==> config.mk <==
export PLATFORM = sky130hd
export DESIGN_NAME = fifo_arb_amisha
export DESIGN_NICKNAME = d
export VERILOG_FILES = /design/src/rtl/fifo_arb_pkg_amisha.sv /design/src/rtl/fifo_arb_amisha_fsm.sv /design/src/rtl/fifo_arb_amisha.sv
export SDC_FILE = /design/constraint.sdc
export NUM_CORES = 1
export LEC_CHECK = 0
export BUFFER_PORTS_ARGS = -buffer_cell sky130_fd_sc_hd__buf_2
export CAP_MARGIN = 40
export CORE_ASPECT_RATIO = 0.9
export CORE_MARGIN = 2
export CORE_UTILIZATION = 52
export CTS_CLUSTER_DIAMETER = 50
export DETAILED_ROUTE_END_ITERATION = 8
export GPL_ROUTABILITY_DRIVEN = 1
export GPL_TIMING_DRIVEN = 0
export PLACE_DENSITY_LB_ADDON = 0.1
export SKIP_CTS_REPAIR_TIMING = 1
export SLEW_MARGIN = 20
export SYNTH_ARGS = -nofsm -noshare
export SYNTH_HDL_FRONTEND = slang
export SYNTH_HIERARCHICAL = 1
export SYNTH_SLANG_ARGS = --single-unit
export TNS_END_PERCENT = 30
==> constraint.sdc <==
create_clock -name clk_amisha -period 3.1 [get_ports clk_amisha]
set_clock_uncertainty 0.15 [all_clocks]
set_input_delay 0.62 -clock clk_amisha [delete_from_list [all_inputs] [get_ports clk_amisha]]
set_output_delay 0.62 -clock clk_amisha [all_outputs]
set_load 0.02 [all_outputs]
==> src/rtl/fifo_arb_pkg_amisha.sv <==
// Shared types and constants for the two-producer FIFO write arbiter.
package fifo_arb_pkg_amisha;

  localparam int unsigned DEF_DATA_W    = 8;
  localparam int unsigned DEF_BURST_LEN = 4;
  localparam int unsigned DEF_CNT_W     = 16;

  typedef enum logic [1:0] {
    ST_IDLE = 2'd0,
    ST_G0   = 2'd1,
    ST_G1   = 2'd2
  } arb_state_e;

  localparam logic [1:0] GRANT_NONE = 2'b00;
  localparam logic [1:0] GRANT_0    = 2'b01;
  localparam logic [1:0] GRANT_1    = 2'b10;

  function automatic logic [1:0] grant_of(input arb_state_e s);
    case (s)
      ST_G0:   grant_of = GRANT_0;
      ST_G1:   grant_of = GRANT_1;
      default: grant_of = GRANT_NONE;
    endcase
  endfunction

endpackage

==> src/rtl/fifo_arb_amisha_fsm.sv <==
// Round-robin grant FSM with bounded bursts; grant comes only from the state register.
module rr_burst_fsm_amisha
  import fifo_arb_pkg_amisha::*;
#(
  parameter int unsigned BURST_LEN = DEF_BURST_LEN
) (
  input  logic       clk_i,
  input  logic       rst_ni,
  input  logic       valid0_i,
  input  logic       valid1_i,
  input  logic       fifo_full_i,
  output logic [1:0] grant_o,
  output logic       accept0_o,
  output logic       accept1_o
);

  localparam int unsigned BW = (BURST_LEN > 1) ? $clog2(BURST_LEN) : 1;
  localparam logic [BW-1:0] BURST_LAST = BW'(BURST_LEN - 1);

  arb_state_e    state_q, state_d;
  logic [BW-1:0] burst_q, burst_d;
  logic          last_q, last_d;   // 0 = producer 0 held the last grant, 1 = producer 1

  logic       own_v, oth_v, own_id, acc;
  arb_state_e oth_st;

  always_comb begin
    grant_o   = grant_of(state_q);
    accept0_o = (state_q == ST_G0) & valid0_i & ~fifo_full_i;
    accept1_o = (state_q == ST_G1) & valid1_i & ~fifo_full_i;

    own_id = (state_q == ST_G1);
    own_v  = own_id ? valid1_i : valid0_i;
    oth_v  = own_id ? valid0_i : valid1_i;
    oth_st = own_id ? ST_G0 : ST_G1;
    acc    = accept0_o | accept1_o;

    state_d = state_q;
    burst_d = burst_q;
    last_d  = last_q;

    unique case (state_q)
      ST_IDLE: begin
        burst_d = '0;
        if (valid0_i && valid1_i) state_d = last_q ? ST_G0 : ST_G1;
        else if (valid0_i)        state_d = ST_G0;
        else if (valid1_i)        state_d = ST_G1;
      end
      ST_G0, ST_G1: begin
        // Valid drop beats burst completion; a full FIFO blocks acc so burst_q holds.
        if (!own_v) begin
          last_d  = own_id;
          burst_d = '0;
          state_d = oth_v ? oth_st : ST_IDLE;
        end else if (acc) begin
          if (burst_q == BURST_LAST) begin
            last_d  = own_id;
            burst_d = '0;
            if (oth_v) state_d = oth_st;
          end else begin
            burst_d = burst_q + 1'b1;
          end
        end
      end
      default: state_d = ST_IDLE;
    endcase
  end

  always_ff @(posedge clk_i or negedge rst_ni) begin
    if (!rst_ni) begin
      state_q <= ST_IDLE;
      burst_q <= '0;
      last_q  <= 1'b1;
    end else begin
      state_q <= state_d;
      burst_q <= burst_d;
      last_q  <= last_d;
    end
  end

endmodule

==> src/rtl/fifo_arb_amisha.sv <==
// Two-producer write arbiter and valid/ready read sequencer around an external FIFO.
module fifo_arb_amisha
  import fifo_arb_pkg_amisha::*;
#(
  parameter int unsigned DATA_W    = DEF_DATA_W,
  parameter int unsigned BURST_LEN = DEF_BURST_LEN,
  parameter int unsigned CNT_W     = DEF_CNT_W
) (
  input  logic              clk_amisha,
  input  logic              reset_amisha,
  input  logic              req0_valid,
  input  logic [DATA_W-1:0] req0_data,
  output logic              req0_ready,
  input  logic              req1_valid,
  input  logic [DATA_W-1:0] req1_data,
  output logic              req1_ready,
  output logic              out_valid,
  output logic [DATA_W-1:0] out_data,
  input  logic              out_ready,
  output logic              fifo_wr,
  output logic [DATA_W-1:0] fifo_w_data,
  output logic              fifo_rd,
  input  logic              fifo_full,
  input  logic              fifo_empty,
  input  logic [DATA_W-1:0] fifo_r_data,
  output logic [1:0]        grant,
  output logic [CNT_W-1:0]  acc0_cnt,
  output logic [CNT_W-1:0]  acc1_cnt
);

  logic             accept0, accept1;
  logic [CNT_W-1:0] acc0_q, acc0_d, acc1_q, acc1_d;

  rr_burst_fsm_amisha #(.BURST_LEN(BURST_LEN)) u_fsm (
    .clk_i       (clk_amisha),
    .rst_ni      (reset_amisha),
    .valid0_i    (req0_valid),
    .valid1_i    (req1_valid),
    .fifo_full_i (fifo_full),
    .grant_o     (grant),
    .accept0_o   (accept0),
    .accept1_o   (accept1)
  );

  always_comb begin
    req0_ready  = grant[0] & ~fifo_full;
    req1_ready  = grant[1] & ~fifo_full;
    fifo_wr     = accept0 | accept1;
    fifo_w_data = grant[1] ? req1_data : req0_data;

    out_valid = ~fifo_empty;
    out_data  = fifo_r_data;
    fifo_rd   = ~fifo_empty & out_ready;

    acc0_d = acc0_q + CNT_W'(accept0);
    acc1_d = acc1_q + CNT_W'(accept1);
  end

  always_ff @(posedge clk_amisha or negedge reset_amisha) begin
    if (!reset_amisha) begin
      acc0_q <= '0;
      acc1_q <= '0;
    end else begin
      acc0_q <= acc0_d;
      acc1_q <= acc1_d;
    end
  end

  assign acc0_cnt = acc0_q;
  assign acc1_cnt = acc1_q;

endmodule

# == Yosys cells after proc, flatten, opt, wreduce, memory -nomap -nowiden ==
# Index checks and enable logic that the tools add are counted.
# classes
n_bitwise,10
n_eq_ne,9
reduce_logical,7
n_addsub,3
n_mux,22
# op_table
cell,n
$add A16 B1 Y16,2
$mux W2,13
$pmux W2 S2,3
$ne A3 B3 Y1 const B,3
$mux W8,1
$and A1 B1 Y1,7
$mux W1,5
$eq A2 B2 Y1 const B,2
$ne A2 B2 Y1 const B,2
$ne A4 B3 Y1 const B,1
$reduce_and A4 Y1,1
$reduce_and A3 Y1,1
$add A2 B1 Y2 const B,1
$eq A2 B1 Y1 const B,1
$logic_not A2 Y1,1
$not A1 Y1,2
$reduce_and A2 Y1,1
$reduce_bool A2 Y1,1
$reduce_or A2 Y1,1
$logic_and A1 B1 Y1,1
$or A1 B1 Y1,1
# totals
ff_bits,37
in_bits,31
out_inout_bits,55
word_cells,56

# == Longest topological paths before layout ==
# depth
word_depth,7
ltp_mapped,9
ltp_nobuf,9

# == Hierarchy ==
# Netlist, hierarchy kept.
# modules_own_cells
mod,area_per_inst_um2,instances,seq_area_each_um2,cells_each
fifo_arb_amisha,1642.8,1,800.8,141
rr_burst_fsm_amisha,504.2,1,126.4,55

# == Worst setup path before layout ==
# No wires, ideal clock.
# synth_path
path_kind,register -> output
startpoint,register u_fsm.state_q[0]
endpoint,output port fifo_w_data[0]
setup_slack_ns,0.736
path_stages_with_launch,6
arrival_time_ns,1.594
cell_sequence,dfrtp_1 inv_1 ha_1 buf_4 clkbuf_1 mux2_1
# synth_between
elab_chain_cells,3
elab_cells_between_ends,4
classes_between,eq/ne (2); mux (2)
# synth_rtl
element,line_no,text
"start, declared",fifo_arb_amisha_fsm.sv:20,"arb_state_e state_q, state_d;"
"start signal, assigned",fifo_arb_amisha_fsm.sv:75,state_q <= state_d;
$eq A2 B2 Y1,n/a,
net u_fsm.own_id,fifo_arb_amisha_fsm.sv:24,"logic own_v, oth_v, own_id, acc;"
$pmux W2 S2,fifo_arb_pkg_amisha.sv:19,case (s)
net grant[1],fifo_arb_amisha.sv:26,"output logic [1:0] grant,"
$mux W8,fifo_arb_amisha.sv:49,fifo_w_data = grant[1] ? req1_data : req0_data;
"end, declared",fifo_arb_amisha.sv:21,"output logic [DATA_W-1:0] fifo_w_data,"
# The timed path passes the listed nets, and every way through them passes these cells.

# == Worst setup path in the final report ==
# layout_path
startpoint,register u_fsm.state_q[0]
endpoint,output port fifo_w_data[5]
# layout_between
elab_chain_cells,3
elab_cells_between_ends,4
classes_between,eq/ne (2); mux (2)
# layout_rtl
element,line_no
$eq A2 B2 Y1,n/a
net u_fsm.own_id,fifo_arb_amisha_fsm.sv:24
$pmux W2 S2,fifo_arb_pkg_amisha.sv:19
$mux W8,fifo_arb_amisha.sv:49
# The timed path passes the listed nets, and every way through them passes these cells.

==> metrics.md <==
| Metric | Value |
|---|---|
| Vias per cell | `5.37` |
| Final HPWL DP | `3.34 mm` |
| Area Overhead vs Synth | `26.5%` |
| Max_cap viols | `0` |
| Total number of vias | `1767` |
| Post-synthesis cell count | `196` |
| Die Y-Extent | `65.0 um` |
| Leakage power | `1.48 nW` |
| Setup CP Type | `register to output pin` |
| Clk pin slew, worst setup/hold paths | `0.07 ns` |
| Longest Clk Path Bufs | `2` |
| DRT iter0 DRCs | `69` |
| Outcome | `finished, final reports clean` |
| Setup TNS | `0 ns` |
| Share of cells above drive strength 1 | `38.8%` |
| First-pass GRT wire length | `7.18 mm` |
| Final Slew Violations | `0` |
| CTS tree | `built` |
| Critical path startpoint category | `register` |
| CP required | `2.33 ns` |
| Worst reg2reg path depth | `9` |
| Clock root cell | `clkbuf_8` |
| Clock Latency Late Sink | `0.29 ns` |
| Total core area | `4020 um2` |
| WL final | `4.35 mm` |
| GP Congestion | `0.872` |
| Part of the cycle the worst path needs | `91.9%` |
| Main synth FF type | `dfrtp_1` |
| Initial antenna violation count | `0` |
| Row cnt | `22` |
| Synth Cell Area | `2150 um2` |
| Critical Path Fanout Max | `9` |
| Worst-Margin Slew | `0.417 ns` |
| Max Freq | `0.351 GHz` |
| Die ar. | `4660 um2` |
| Worst IR drop on VDD | `0.000389 V` |
| Total track usage | `19.6%` |
| Final ANT Viol Nets | `0` |
| CTS buffer count | `5` |
| PortBufs | `77` |
| Antenna Cells | `0` |
| Io pins | `86` |
| FF-to-FF setup slack | `0.75 ns` |
| Post-synthesis sequential area ratio | `43.2%` |
| Min-delay worst type | `input port to async pin` |
| Post-synth EDFFs | `0` |
| Vias in the first global route | `1620` |
| Yosys warns | `6` |
| Sink Count | `37` |
| Worst slack, placed | `0.545 ns` |
| Worst path arrival time | `2.08 ns` |
| Post-Synthesis Net Count | `240` |
| Largest net degree at the start of global routing | `38` |
| Netlist cell types | `45` |
| Final hold vios | `0` |
| Grt total ovfl | `0` |
| Max_slew headroom | `72.2%` |
| Syn avg cell area | `11.0 um2` |
| Worst setup margin | `0.251 ns` |
| Routed length per placed instance | `13.2 um` |
| # setup viols final | `0` |
| Die W | `71.7 um` |
| Worst Setup End Kind | `output pin` |
| Synth Register Bits | `37` |
| Post-route DRC | `0` |
| P per Cell Area | `612 nW/um2` |
| Asr flop ratio synth | `100%` |
| TritonRoute pass-1 iters | `4` |
| Nets@finish | `325` |
| RSZ-0062 raised after global routing | `false` |
| Starting density of the core | `53.4%` |
| Minimum clock period after layout | `2.85 ns` |
| H-tree depth | `2` |
==> worst max-delay path, cell delays in order (launching register included) <==
cell	delay, ns
dfrtp_1	0.44
inv_1	0.13
ha_1	0.23
buf_4	0.13
clkbuf_1	0.33
mux2_1	0.37
buf_2	0.16
==> cells in the final DEF (no fill, tap or decap), types with 5 or more instances in the layout <==
cell	n
nor2_1	7
mux2_1	8
nand2_1	8
nand4_1	9
xor2_1	20
nor4_2	6
xnor2_1	8
buf_2	77
nor3_1	8
inv_1	10
clkbuf_8	5
nand3_1	13
dfrtp_1	36
ha_1	13
buf_4	9
==> per-layer routing <==
metal | up-vias | GRT usage, % | wire, um
met5 | - | 0 | 0
met4 | 0 | 6.84 | 38
met3 | 5 | 4.98 | 311
met2 | 76 | 30.7 | 2040
met1 | 828 | 26.3 | 1970
li1 | 858 | - | -
==> state kept, by name (all words and copies together), names as in the netlist <==
| signal | flops |
|---|---|
| acc0_cnt | 16 |
| acc1_cnt | 16 |
| u_fsm/burst_q | 2 |
| u_fsm/state_q | 2 |
| u_fsm/last_q | 1 |
==> final timing paths <==
kind                                            end                         start
max                                  fifo_w_data[5]  u_fsm/state_q[0]$_DFFE_PN0P_
min                          acc0_cnt[10]$_DFF_PN0_                  reset_amisha
max reg2reg                  acc1_cnt[10]$_DFF_PN0_  u_fsm/state_q[0]$_DFFE_PN0P_
min reg2reg                  acc0_cnt[15]$_DFF_PN0_        acc0_cnt[15]$_DFF_PN0_
max in group asynchronous  u_fsm/last_q$_DFFE_PN1P_                  reset_amisha
min in group clk_amisha      acc0_cnt[15]$_DFF_PN0_        acc0_cnt[15]$_DFF_PN0_
==> area by class of cell <==
cell class                      instances  area [um2]
Timing Repair Buffer                   78         405
Clock buffer                            5        68.8
Sequential cell                        37         927
Clock inverter                          2        35.0
Fill cell                             328        1300
Tap cell                               48        60.1
Buffer                                 10        71.3
Multi-Input combinational cell        138        1110
Inverter                               11        41.3
==> synthesized netlist by cell type, types with 2 or more instances <==
library cell | n | area, um2
nand3b_1 | 2 | 15.0
xnor2_1 | 8 | 70.1
ha_1 | 13 | 163
buf_4 | 9 | 67.6
or2_1 | 2 | 12.5
nor2_1 | 7 | 26.3
a22oi_1 | 2 | 15.0
xor2_1 | 20 | 175
nand2_1 | 8 | 30.0
inv_1 | 10 | 37.5
mux2_1 | 8 | 90.1
dfrtp_1 | 36 | 901
a32o_1 | 2 | 20.0
nor4_2 | 6 | 75.1
o21ai_1 | 3 | 15.0
o21ai_0 | 2 | 10.0
nand3_1 | 13 | 65.1
nor2b_1 | 3 | 18.8
nor3_1 | 8 | 40.0
nand4_1 | 9 | 56.3
==> power breakdown <==
part / switching [mW] / total (mW) / internal [mW]
Clock: 0.169 / 0.403 / 0.234
Sequential: 0.0858 / 0.634 / 0.549
Combinational: 0.366 / 0.624 / 0.258
Total: 0.621 / 1.66 / 1.04
==> logic make-up (layout without fill, tap and decap cells) <==
| group | count (synthesis) | after routing | share of synthesized area (%) |
|---|---|---|---|
| multiplexers | 8 | 8 | 4.20 |
| XOR/XNOR | 28 | 28 | 11.4 |
| AND/OR/NAND/NOR | 70 | 70 | 21.2 |
| AO/OA/AOI/OAI | 19 | 19 | 7.17 |
| flip-flops | 37 | 37 | 43.2 |
| buffers and inverters | 21 | 106 | 5.24 |
| adder cells (fa/ha/maj) | 13 | 13 | 7.58 |
==> through the flow <==
stage	total power [mW]	instances	area, um2	util, %	hold slack, ns
6_report	1.66	329	2720	67.6	0.0363
5_1_grt	1.76	329	2720	67.6	0.0363
4_1_cts	1.67	328	2700	67.1	0.295
3_5_place_dp	1.26	321	2590	64.5	0.306
3_3_place_gp	1.26	321	2590	64.5	0.300
2_1_floorplan	1.08	196	2150	-	0.174
(Power assumes the default switching activity.)
